## src/rtl/cp0_unit.sv

```systemverilog
// CP0 coprocessor: SR/Cause/EPC/PRId registers, exception and interrupt request
// generation, mtc0/mfc0 access and eret handling for the MEM stage.
module cp0_unit (
    input  logic        clk,
    input  logic        reset,
    input  logic [4:0]  A1,
    input  logic [4:0]  A2,
    input  logic [31:0] DIn,
    input  logic        en,
    input  logic [31:0] VPC,
    input  logic        BDIn,
    input  logic [4:0]  ExcCodeIn,
    input  logic [5:0]  HWInt,
    input  logic        EXLClr,
    output logic        req,
    output logic [31:0] EPCOut,
    output logic [31:0] DOut
);

    localparam logic [4:0]  REG_SR    = 5'd12;
    localparam logic [4:0]  REG_CAUSE = 5'd13;
    localparam logic [4:0]  REG_EPC   = 5'd14;
    localparam logic [4:0]  REG_PRID  = 5'd15;
    localparam logic [31:0] PRID_VAL  = 32'h2024_1106;

    logic [5:0]  r_im;
    logic        r_exl;
    logic        r_ie;
    logic        r_bd;
    logic [5:0]  r_ip;
    logic [4:0]  r_exccode;
    logic [31:0] r_epc;

    logic        w_int_req;
    logic        w_exc_req;
    logic        w_req;
    logic        w_wr_sr;
    logic        w_wr_epc;
    logic [31:0] w_sr;
    logic [31:0] w_cause;

    // A victim in a delay slot restarts at its branch, one word earlier.
    function automatic logic [31:0] victim_epc(input logic [31:0] pc, input logic bd);
        return bd ? (pc - 32'd4) : pc;
    endfunction

    assign w_int_req = (|(HWInt & r_im)) & r_ie & ~r_exl;
    assign w_exc_req = (ExcCodeIn != 5'd0) & ~r_exl;
    assign w_req     = w_int_req | w_exc_req;
    assign w_wr_sr   = en & (A2 == REG_SR);
    assign w_wr_epc  = en & (A2 == REG_EPC);

    assign w_sr    = {16'd0, r_im, 8'd0, r_exl, r_ie};
    assign w_cause = {r_bd, 15'd0, r_ip, 3'd0, r_exccode, 2'd0};

    assign req    = w_req;
    assign EPCOut = r_epc;

    always_comb begin
        DOut = 32'd0;
        case (A1)
            REG_SR:    DOut = w_sr;
            REG_CAUSE: DOut = w_cause;
            REG_EPC:   DOut = r_epc;
            REG_PRID:  DOut = PRID_VAL;
            default:   DOut = 32'd0;
        endcase
    end

    always_ff @(posedge clk or negedge reset) begin
        if (!reset) begin
            r_im      <= 6'd0;
            r_exl     <= 1'b0;
            r_ie      <= 1'b0;
            r_bd      <= 1'b0;
            r_ip      <= 6'd0;
            r_exccode <= 5'd0;
            r_epc     <= 32'd0;
        end else begin
            r_ip <= HWInt;
            if (w_req) begin
                // Exception entry overrides any mtc0 or eret in the same cycle.
                r_exl     <= 1'b1;
                r_bd      <= BDIn;
                r_exccode <= w_int_req ? 5'd0 : ExcCodeIn;
                r_epc     <= victim_epc(VPC, BDIn);
            end else begin
                if (w_wr_sr) begin
                    r_im  <= DIn[15:10];
                    r_ie  <= DIn[0];
                    r_exl <= DIn[1] & ~EXLClr;
                end else if (EXLClr) begin
                    r_exl <= 1'b0;
                end
                if (w_wr_epc) begin
                    r_epc <= DIn;
                end
            end
        end
    end

endmodule
```

## config.mk

```make
export PLATFORM = sky130hd
export DESIGN_NAME = cp0_unit
export DESIGN_NICKNAME = d
export VERILOG_FILES = /design/src/rtl/cp0_unit.sv
export SDC_FILE = /design/constraint.sdc
export NUM_CORES = 1
export LEC_CHECK = 0
export ABC_AREA = 1
export CELL_PAD_IN_SITES_DETAIL_PLACEMENT = 2
export CELL_PAD_IN_SITES_GLOBAL_PLACEMENT = 2
export CORE_MARGIN = 2
export CORE_UTILIZATION = 22
export CTS_CLUSTER_SIZE = 10
export DETAILED_ROUTE_END_ITERATION = 12
export GPL_ROUTABILITY_DRIVEN = 1
export GPL_TIMING_DRIVEN = 0
export HOLD_SLACK_MARGIN = 0.12
export PLACE_DENSITY_LB_ADDON = 0.1
export SLEW_MARGIN = 15
export SYNTH_ARGS = -nofsm -noshare
export SYNTH_HDL_FRONTEND = slang
export SYNTH_SLANG_ARGS = --single-unit
```

## constraint.sdc

```tcl
create_clock -name clk -period 1.7 [get_ports clk]
set_clock_uncertainty 0.2 [all_clocks]
set_input_delay 0.17 -clock clk [delete_from_list [all_inputs] [get_ports clk]]
set_output_delay 0.17 -clock clk [all_outputs]
set_load 0.02 [all_outputs]
```

==> impl_metrics.yaml, run 1 <==
yosys:
  syn_inst: 602
  ys.flop_type: "dfrtp_1"
  synth-edff-count: 0
  yosys.area.top_type: "dfrtp_1"
  yosysTopAreaCellShare_pct: 34.3
  synth_area_per_cell_um2: 6.30
  synth-seq-area-share_pct: 34.3
  synth.area.top_cells: "dfrtp_1 34%, nand2_1 22%, inv_1 8.8%"
  yosysWarningCount: 0
  syn-cell-area_um2: 3790
  synth_seq_cells: 52
  synth_nets: 693
  synthArstFlopShare_pct: 100
  synth_cell_types: 34
pwr:
  leakage_uw: 0.00324
  power_frac_clock_pct: 14.9
  power_frac_seq_pct: 26.8
  sw_frac_of_total_pct: 44.9
  intPower_uw: 4580
  power_density_nw_per_um2: 1330
  ir_drop_uv: 487
  combPwrFrac_pct: 58.3
  switching_power_uw: 3730
worst_setup_path:
  r2r.worst_path.cells: 12
  worstPathMaxFanout: 2
  cp-start-kind: "flip-flop"
  crit_slowest_cell: "dfrtp_1"
  required_ps: 1330
  ff2ff_setup_slack_ps: -190
  path_buf_inv: 3
  crit_path_max_incr_delay_ps: 380
  r2r-start: "r_im[4]"
  cpLargestDelayFamily: "simple AND/OR/NAND/NOR gates"
  critPathCaptureType: "output port"
  path_cells: "nand2_1 > nand2_2 > nor2_4 > nand3_2 > nand3_4 > nand2_4 > buf_8 > buf_12 > buf_8"
  worstPathArrival_ps: 1570
  crit_path_frequent_cell: "buf_8"
  r2r-end: "EPCOut[9]"
  critPathKind: "reg -> out"
place:
  globalplace.congestion: 0.880
  port_buffers: 154
  dpl.hpwl_um: 14100
  dpl_worst_slack_ps: -1290
clock_tree:
  cts_buffers: 5
  cts_htree_levels: 2
  insertion_delay_ps: 310
  cts_tree: "built"
  clock_path_buffers: 2
  cts_sinks: 52
  path_clk_slew_ps: 80
  ctsRootBufferMaster: "clkbuf_16"
worst_hold_path:
  hold-path-cell-count: 1
  min-delay-start: "HWInt[1]"
  worstHoldPathType: "in -> reg"
  whs_endpoint: "r_ip[1]"
cells_and_area:
  drive_gt1_share_pct: 18.7
  fillers: 2011
  antenna-diode-count: 0
  fin_nets: 877
  syn_to_final_growth_pct: 64.5
drt:
  vias: 4586
  firstDrtPassIters: 4
  routed_via_density: 4.55
  ant_nets: 0
  drc: 0
  wirelength_um: 18000
  wl_per_cell_um: 17.9
  initialDrtViolationCount: 157
sta:
  setup_ws_ps: -240
  period_needed_ps: 1940
  whs_ps: 129
  rsz0062_at_grt: "true"
  relSlewSlack_pct: 51.6
  hold_violations: 0
  post-route-period-util_pct: 114
  setup_viol: 46
  worstMarginPinSlew_ps: 727
  fmax_mhz: 515
  slew_viol_final: 0
global_route:
  grt_pass1_wl_um: 28000
  gr-usage-met3_pct: 2.24
  grt_max_degree: 53
  grt_use_met1_pct: 27.2
  grt.busiest_layer: "met2"
  grt_antenna_before_repair: 0
  gr-total-overflow: 0
  grt_use_total_pct: 19.9
  grt_pass1_vias: 5049
  grt_use_met2_pct: 34.3
floorplanning:
  fp.dieArea_um2: 18300
  dieWidth_um: 135
  fp-row-count: 47
  die_h_um: 135
  start_util_pct: 22.7
  ios: 155
  core_area_um2: 16700
run:
  max-cap-violations: 0
run_status:
  status: "finished with violations"
  violations: "setup timing"
==> power groups by stage <==
| stage | sequential, µW | combinational [µW] | clock (µW) |
|---|---|---|---|
| after floorplan | 2620 | 1850 | 0 |
| after CTS | 2240 | 4520 | 1250 |
| after detailed placement | 2270 | 4210 | 0 |
| after global routing | 2320 | 5350 | 1310 |
| after global placement | 2230 | 4110 | 0 |
| final | 2230 | 4850 | 1240 |
==> worst register-to-register path, cell delays in order, from the launching register on <==
cell	delay, ps
dfrtp_1	380
nand2_1	80
nand2_2	80
nor2_4	120
nand3_2	90
nand3_4	90
nand2_4	60
buf_8	120
buf_8	170
buf_12	170
nand2_1	120
o21ai_1	90
nand2_1	60
==> how the worst max path moves through the flow <==
stage | start | slack [ps] | depth (start not counted) | endpoint
floorplan | r_im[1] | 120 | 10 | EPCOut[0]
global placement | reset | -1550 | 1 | EPCOut[22]
detailed placement | A1[1] | -1290 | 9 | DOut[3]
CTS | r_im[0] | -240 | 9 | req
global route | r_im[4] | -310 | 9 | req
finish | r_im[4] | -240 | 9 | req
==> registers in the layout (all words and copies together), names as in the netlist <==
signal and count:
EPCOut 32, r_exccode 5, r_exl 1, r_im 6
r_ie 1, r_bd 1, r_ip 6
==> cell families after synthesis <==
logic type               Yosys count  synth area share, %
AND/OR/NAND/NOR                  368                 40.8
buffers and inverters            112                 12.5
AO/OA/AOI/OAI                     57                 9.18
flip-flops                        52                 34.3
XOR/XNOR                          11                 2.54
multiplexers                       1                0.264
adder cells (fa/ha/maj)            1                0.330
==> area by class of cell <==
class	instances	area (µm²)	area share [%]
Clock inverter	2	38.8	0.622
Tap cell	220	275	4.42
Inverter	93	377	6.04
Sequential cell	52	1300	20.9
Buffer	17	226	3.63
Multi-Input combinational cell	438	2200	35.3
Timing Repair inverter	2	20.0	0.321
Clock buffer	6	129	2.07
Timing Repair Buffer	177	1670	26.8
==> through the flow <==
step / std cells / setup TNS [ps] / instance area, µm² / total power, µW / util (%)
after floorplan: 602 / 0 / 3790 / 4470 / -
after global placement: 976 / -133960 / 5610 / 6330 / 33.6
final: 1007 / -4610 / 6230 / 8310 / 37.3
after global routing: 1007 / -9520 / 6230 / 8970 / 37.3
after detailed placement: 976 / -57960 / 5600 / 6480 / 33.6
after CTS: 1000 / -6390 / 5990 / 8010 / 35.8
==> synthesized netlist by cell type, types with 3 or more instances <==
| cell | instances |
|---|---|
| o21ai_0 | 19 |
| buf_2 | 10 |
| clkbuf_1 | 3 |
| nand2_1 | 223 |
| inv_1 | 89 |
| nand2_2 | 4 |
| nor2_1 | 80 |
| nand3_1 | 31 |
| nand4_1 | 13 |
| o21ai_1 | 16 |
| and2_1 | 3 |
| nor2_2 | 5 |
| inv_2 | 3 |
| xor2_1 | 11 |
| o211ai_1 | 16 |
| dfrtp_1 | 52 |
| buf_6 | 5 |
==> repair_timing <==
item                                    in CTS  in global routing
endpoints found under the setup margin      92                 89
hold buffers                                 1                  0
cloned                                       3                  2
gates resized for setup                    227                 76
hold endpoints to repair                    52                  0
pin swaps                                   10                 14
setup buffers                               13                  7
==> per-layer routing <==
metal | part of all wire (%) | up-vias | routed length [µm]
li1 | - | 2220 | -
met1 | 47 | 2249 | 8480
met2 | 48 | 108 | 8710
met3 | 3.8 | 9 | 676
met4 | 0.80 | 0 | 144
met5 | 0 | - | 0
==> layout by cell type, fill, tap and decap left out, drive strengths merged <==
master and count:
o21bai 2, and2 3, or2 1, clkdlybuf4s15 6, nor2 88, inv 93, clkinv 3, o21ai 36
o2111ai 1, nor3 2, o31ai 1, nand3b 1, mux2i 1, clkbuf 11, dlygate4sd3 1, o211ai 16
nand3 32, clkdlybuf4s50 81, dlymetal6s2s 19, a21oi 1, bufinv 1, dfrtp 52, nand2 228, xor2 11
ha 1, dlygate4sd2 16, nand4 13, buf 66
No activity file was read; power rests on OpenSTA's default activity.
==> run 2, diff against run 1 <==
--- a/config.mk
+++ b/config.mk
@@ -6,6 +6,7 @@
 export NUM_CORES = 1
 export LEC_CHECK = 0
 export ABC_AREA = 1
+export ABC_CLOCK_PERIOD_IN_PS = 1700
 export CELL_PAD_IN_SITES_DETAIL_PLACEMENT = 2
 export CELL_PAD_IN_SITES_GLOBAL_PLACEMENT = 2
 export CORE_MARGIN = 2
@@ -15,6 +16,7 @@
 export GPL_ROUTABILITY_DRIVEN = 1
 export GPL_TIMING_DRIVEN = 0
 export HOLD_SLACK_MARGIN = 0.12
+export MAX_ROUTING_LAYER = met4
 export PLACE_DENSITY_LB_ADDON = 0.1
 export SLEW_MARGIN = 15
 export SYNTH_ARGS = -nofsm -noshare
==> run 2 against run 1 <==
Compared with the run above: the run still ends with setup timing left; sequential power is essentially flat; setup slack lost 32 ps; flip-flop and latch count is the same; utilization grew 0.13 points; first-iteration DRC count shrank 20%; routed wire length grew 1.2%; critical path type is now in -> out; highest routed layer unchanged.
==> impl_metrics.yaml, run 2 (same netlist as run 1, synthesis figures left out) <==
run_status:
  status: "finished with violations"
  violations: "setup timing"
pwr:
  ir_drop_uv: 475
  power_uw: 8270
  leakage_uw: 0.00322
  power_density_nw_per_um2: 1320
global_route:
  grt_antenna_before_repair: 0
  gr-total-overflow: 0
  grt_pass1_wl_um: 28000
  grt_use_total_pct: 20.4
  grt_max_degree: 53
  grt_pass1_vias: 5076
clock_tree:
  cts_htree_levels: 2
  ctsRootBufferMaster: "clkbuf_16"
  clock_path_buffers: 2
  cts_buffers: 5
  insertion_delay_ps: 310
  cts_tree: "built"
  path_clk_slew_ps: 80
  cts_sinks: 52
worst_hold_path:
  worstHoldPathType: "in -> reg"
floorplanning:
  core_area_um2: 16700
  fp-row-count: 47
  fp.dieArea_um2: 18300
  dieWidth_um: 135
  start_util_pct: 22.7
  ios: 155
  die_h_um: 135
sta:
  setup_viol: 47
  setup_ws_ps: -272
  hold_violations: 0
  period_needed_ps: 1970
  worstMarginPinSlew_ps: 736
  slew_viol_final: 0
  fmax_mhz: 507
  rsz0062_at_grt: "true"
  relSlewSlack_pct: 50.9
  post-route-period-util_pct: 116
place:
  place_inst: 976
  dpl.hpwl_um: 14200
  port_buffers: 154
  placed_area_um2: 5600
  globalplace.congestion: 0.897
  dpl_worst_slack_ps: -1260
worst_setup_path:
  worstPathMaxFanout: 3
  required_ps: 1330
  critPathCaptureType: "output port"
  ff2ff_setup_slack_ps: -200
  critPathKind: "in -> out"
  worstPathArrival_ps: 1600
  cp-start-kind: "input pin"
drt:
  drc: 0
  routed_via_density: 4.52
  wl_per_cell_um: 18.1
  initialDrtViolationCount: 126
  vias: 4552
  ant_nets: 0
  firstDrtPassIters: 4
  wirelength_um: 18200
cells_and_area:
  fin_nets: 878
  drive_gt1_share_pct: 18.9
  syn_to_final_growth_pct: 65.0
  layout_commonest_cell: "nand2_1"
  largest_reg_flops: 32
  regArea_um2: 1300
  fin_util_pct: 37.5
  fillers: 2005
  multi_input_area_um2: 2230
  final_area_um2: 6250
  layout_common_cells: "210 x nand2_1, 85 x clkdlybuf4s50_1, 82 x inv_1, 67 x nor2_1, 52 x dfrtp_1"
  final_cells: 1008
  antenna-diode-count: 0
run:
  max-cap-violations: 0
## run 2: path summary, 6_finish.rpt
| kind | from | to | cells past startpoint |
|---|---|---|---|
| setup / recovery | ExcCodeIn[2] | req | 8 |
| hold / removal | HWInt[3] | r_ip[3] | 1 |
| setup reg to reg | r_im[1] | EPCOut[4] | 11 |
| hold reg to reg | EPCOut[19] | EPCOut[19] | 2 |
| max in group asynchronous | reset | EPCOut[26] | 2 |
| min in group asynchronous | reset | r_exccode[1] | 2 |
## run 2: worst max-delay path, stage by stage
cell and delay (ps):
clkdlybuf4s50_1 450, nor2_1 130, nand2_1 120, o21ai_4 280, nand2_4 80, buf_8 120, buf_8 120, buf_6 120
## run 2: cell type report
class	count	area share [%]
Inverter	93	6.06
Clock buffer	6	2.06
Clock inverter	2	0.620
Buffer	18	3.74
Multi-Input combinational cell	438	35.6
Timing Repair inverter	1	0.180
Timing Repair Buffer	178	26.5
Tap cell	220	4.40
Sequential cell	52	20.8
## run 2: timing repair
item | in CTS | in global routing
hold buffers | 1 | 0
pin swaps | 9 | 11
cloned | 1 | 2
gates resized for setup | 221 | 80
endpoints found under the hold margin | 52 | 0
setup buffers | 17 | 5
endpoints found under the setup margin | 93 | 76
## run 2: stage by stage
stage | setup TNS [ps] | hold slack, ps
6_report | -6470 | 129
5_1_grt | -10110 | 135
2_1_floorplan | 0 | -326
4_1_cts | -7380 | 128
3_3_place_gp | -133550 | 295
3_5_place_dp | -57460 | 84.2
## run 2: where the power goes
group          total (µW)  leakage, µW  switching [µW]  internal (µW)
Combinational        4800      0.00254            2790           2010
Sequential           2230     0.000598             420           1810
Clock                1240    0.0000815             532            704
## run 2: per-layer routing
| layer | part of all wire (%) | GRT usage [%] | vias up |
|---|---|---|---|
| met2 | 49 | 35.1 | 102 |
| met3 | 3.7 | 2.36 | 8 |
| met1 | 47 | 26.4 | 2217 |
| li1 | - | - | 2225 |
| met4 | 0.85 | 3.30 | 0 |
| met5 | 0 | - | - |
==> run 3, diff against run 2 <==
--- a/config.mk
+++ b/config.mk
@@ -7,6 +7,7 @@
 export LEC_CHECK = 0
 export ABC_AREA = 1
 export ABC_CLOCK_PERIOD_IN_PS = 1700
+export CAP_MARGIN = 20
 export CELL_PAD_IN_SITES_DETAIL_PLACEMENT = 2
 export CELL_PAD_IN_SITES_GLOBAL_PLACEMENT = 2
 export CORE_MARGIN = 2
@@ -15,7 +16,7 @@
 export DETAILED_ROUTE_END_ITERATION = 12
 export GPL_ROUTABILITY_DRIVEN = 1
 export GPL_TIMING_DRIVEN = 0
-export HOLD_SLACK_MARGIN = 0.12
+export HOLD_SLACK_MARGIN = 0.05
 export MAX_ROUTING_LAYER = met4
 export PLACE_DENSITY_LB_ADDON = 0.1
 export SLEW_MARGIN = 15
==> results of run 3 <==
Final layout, timing and power as in run 2 (identical DEF).
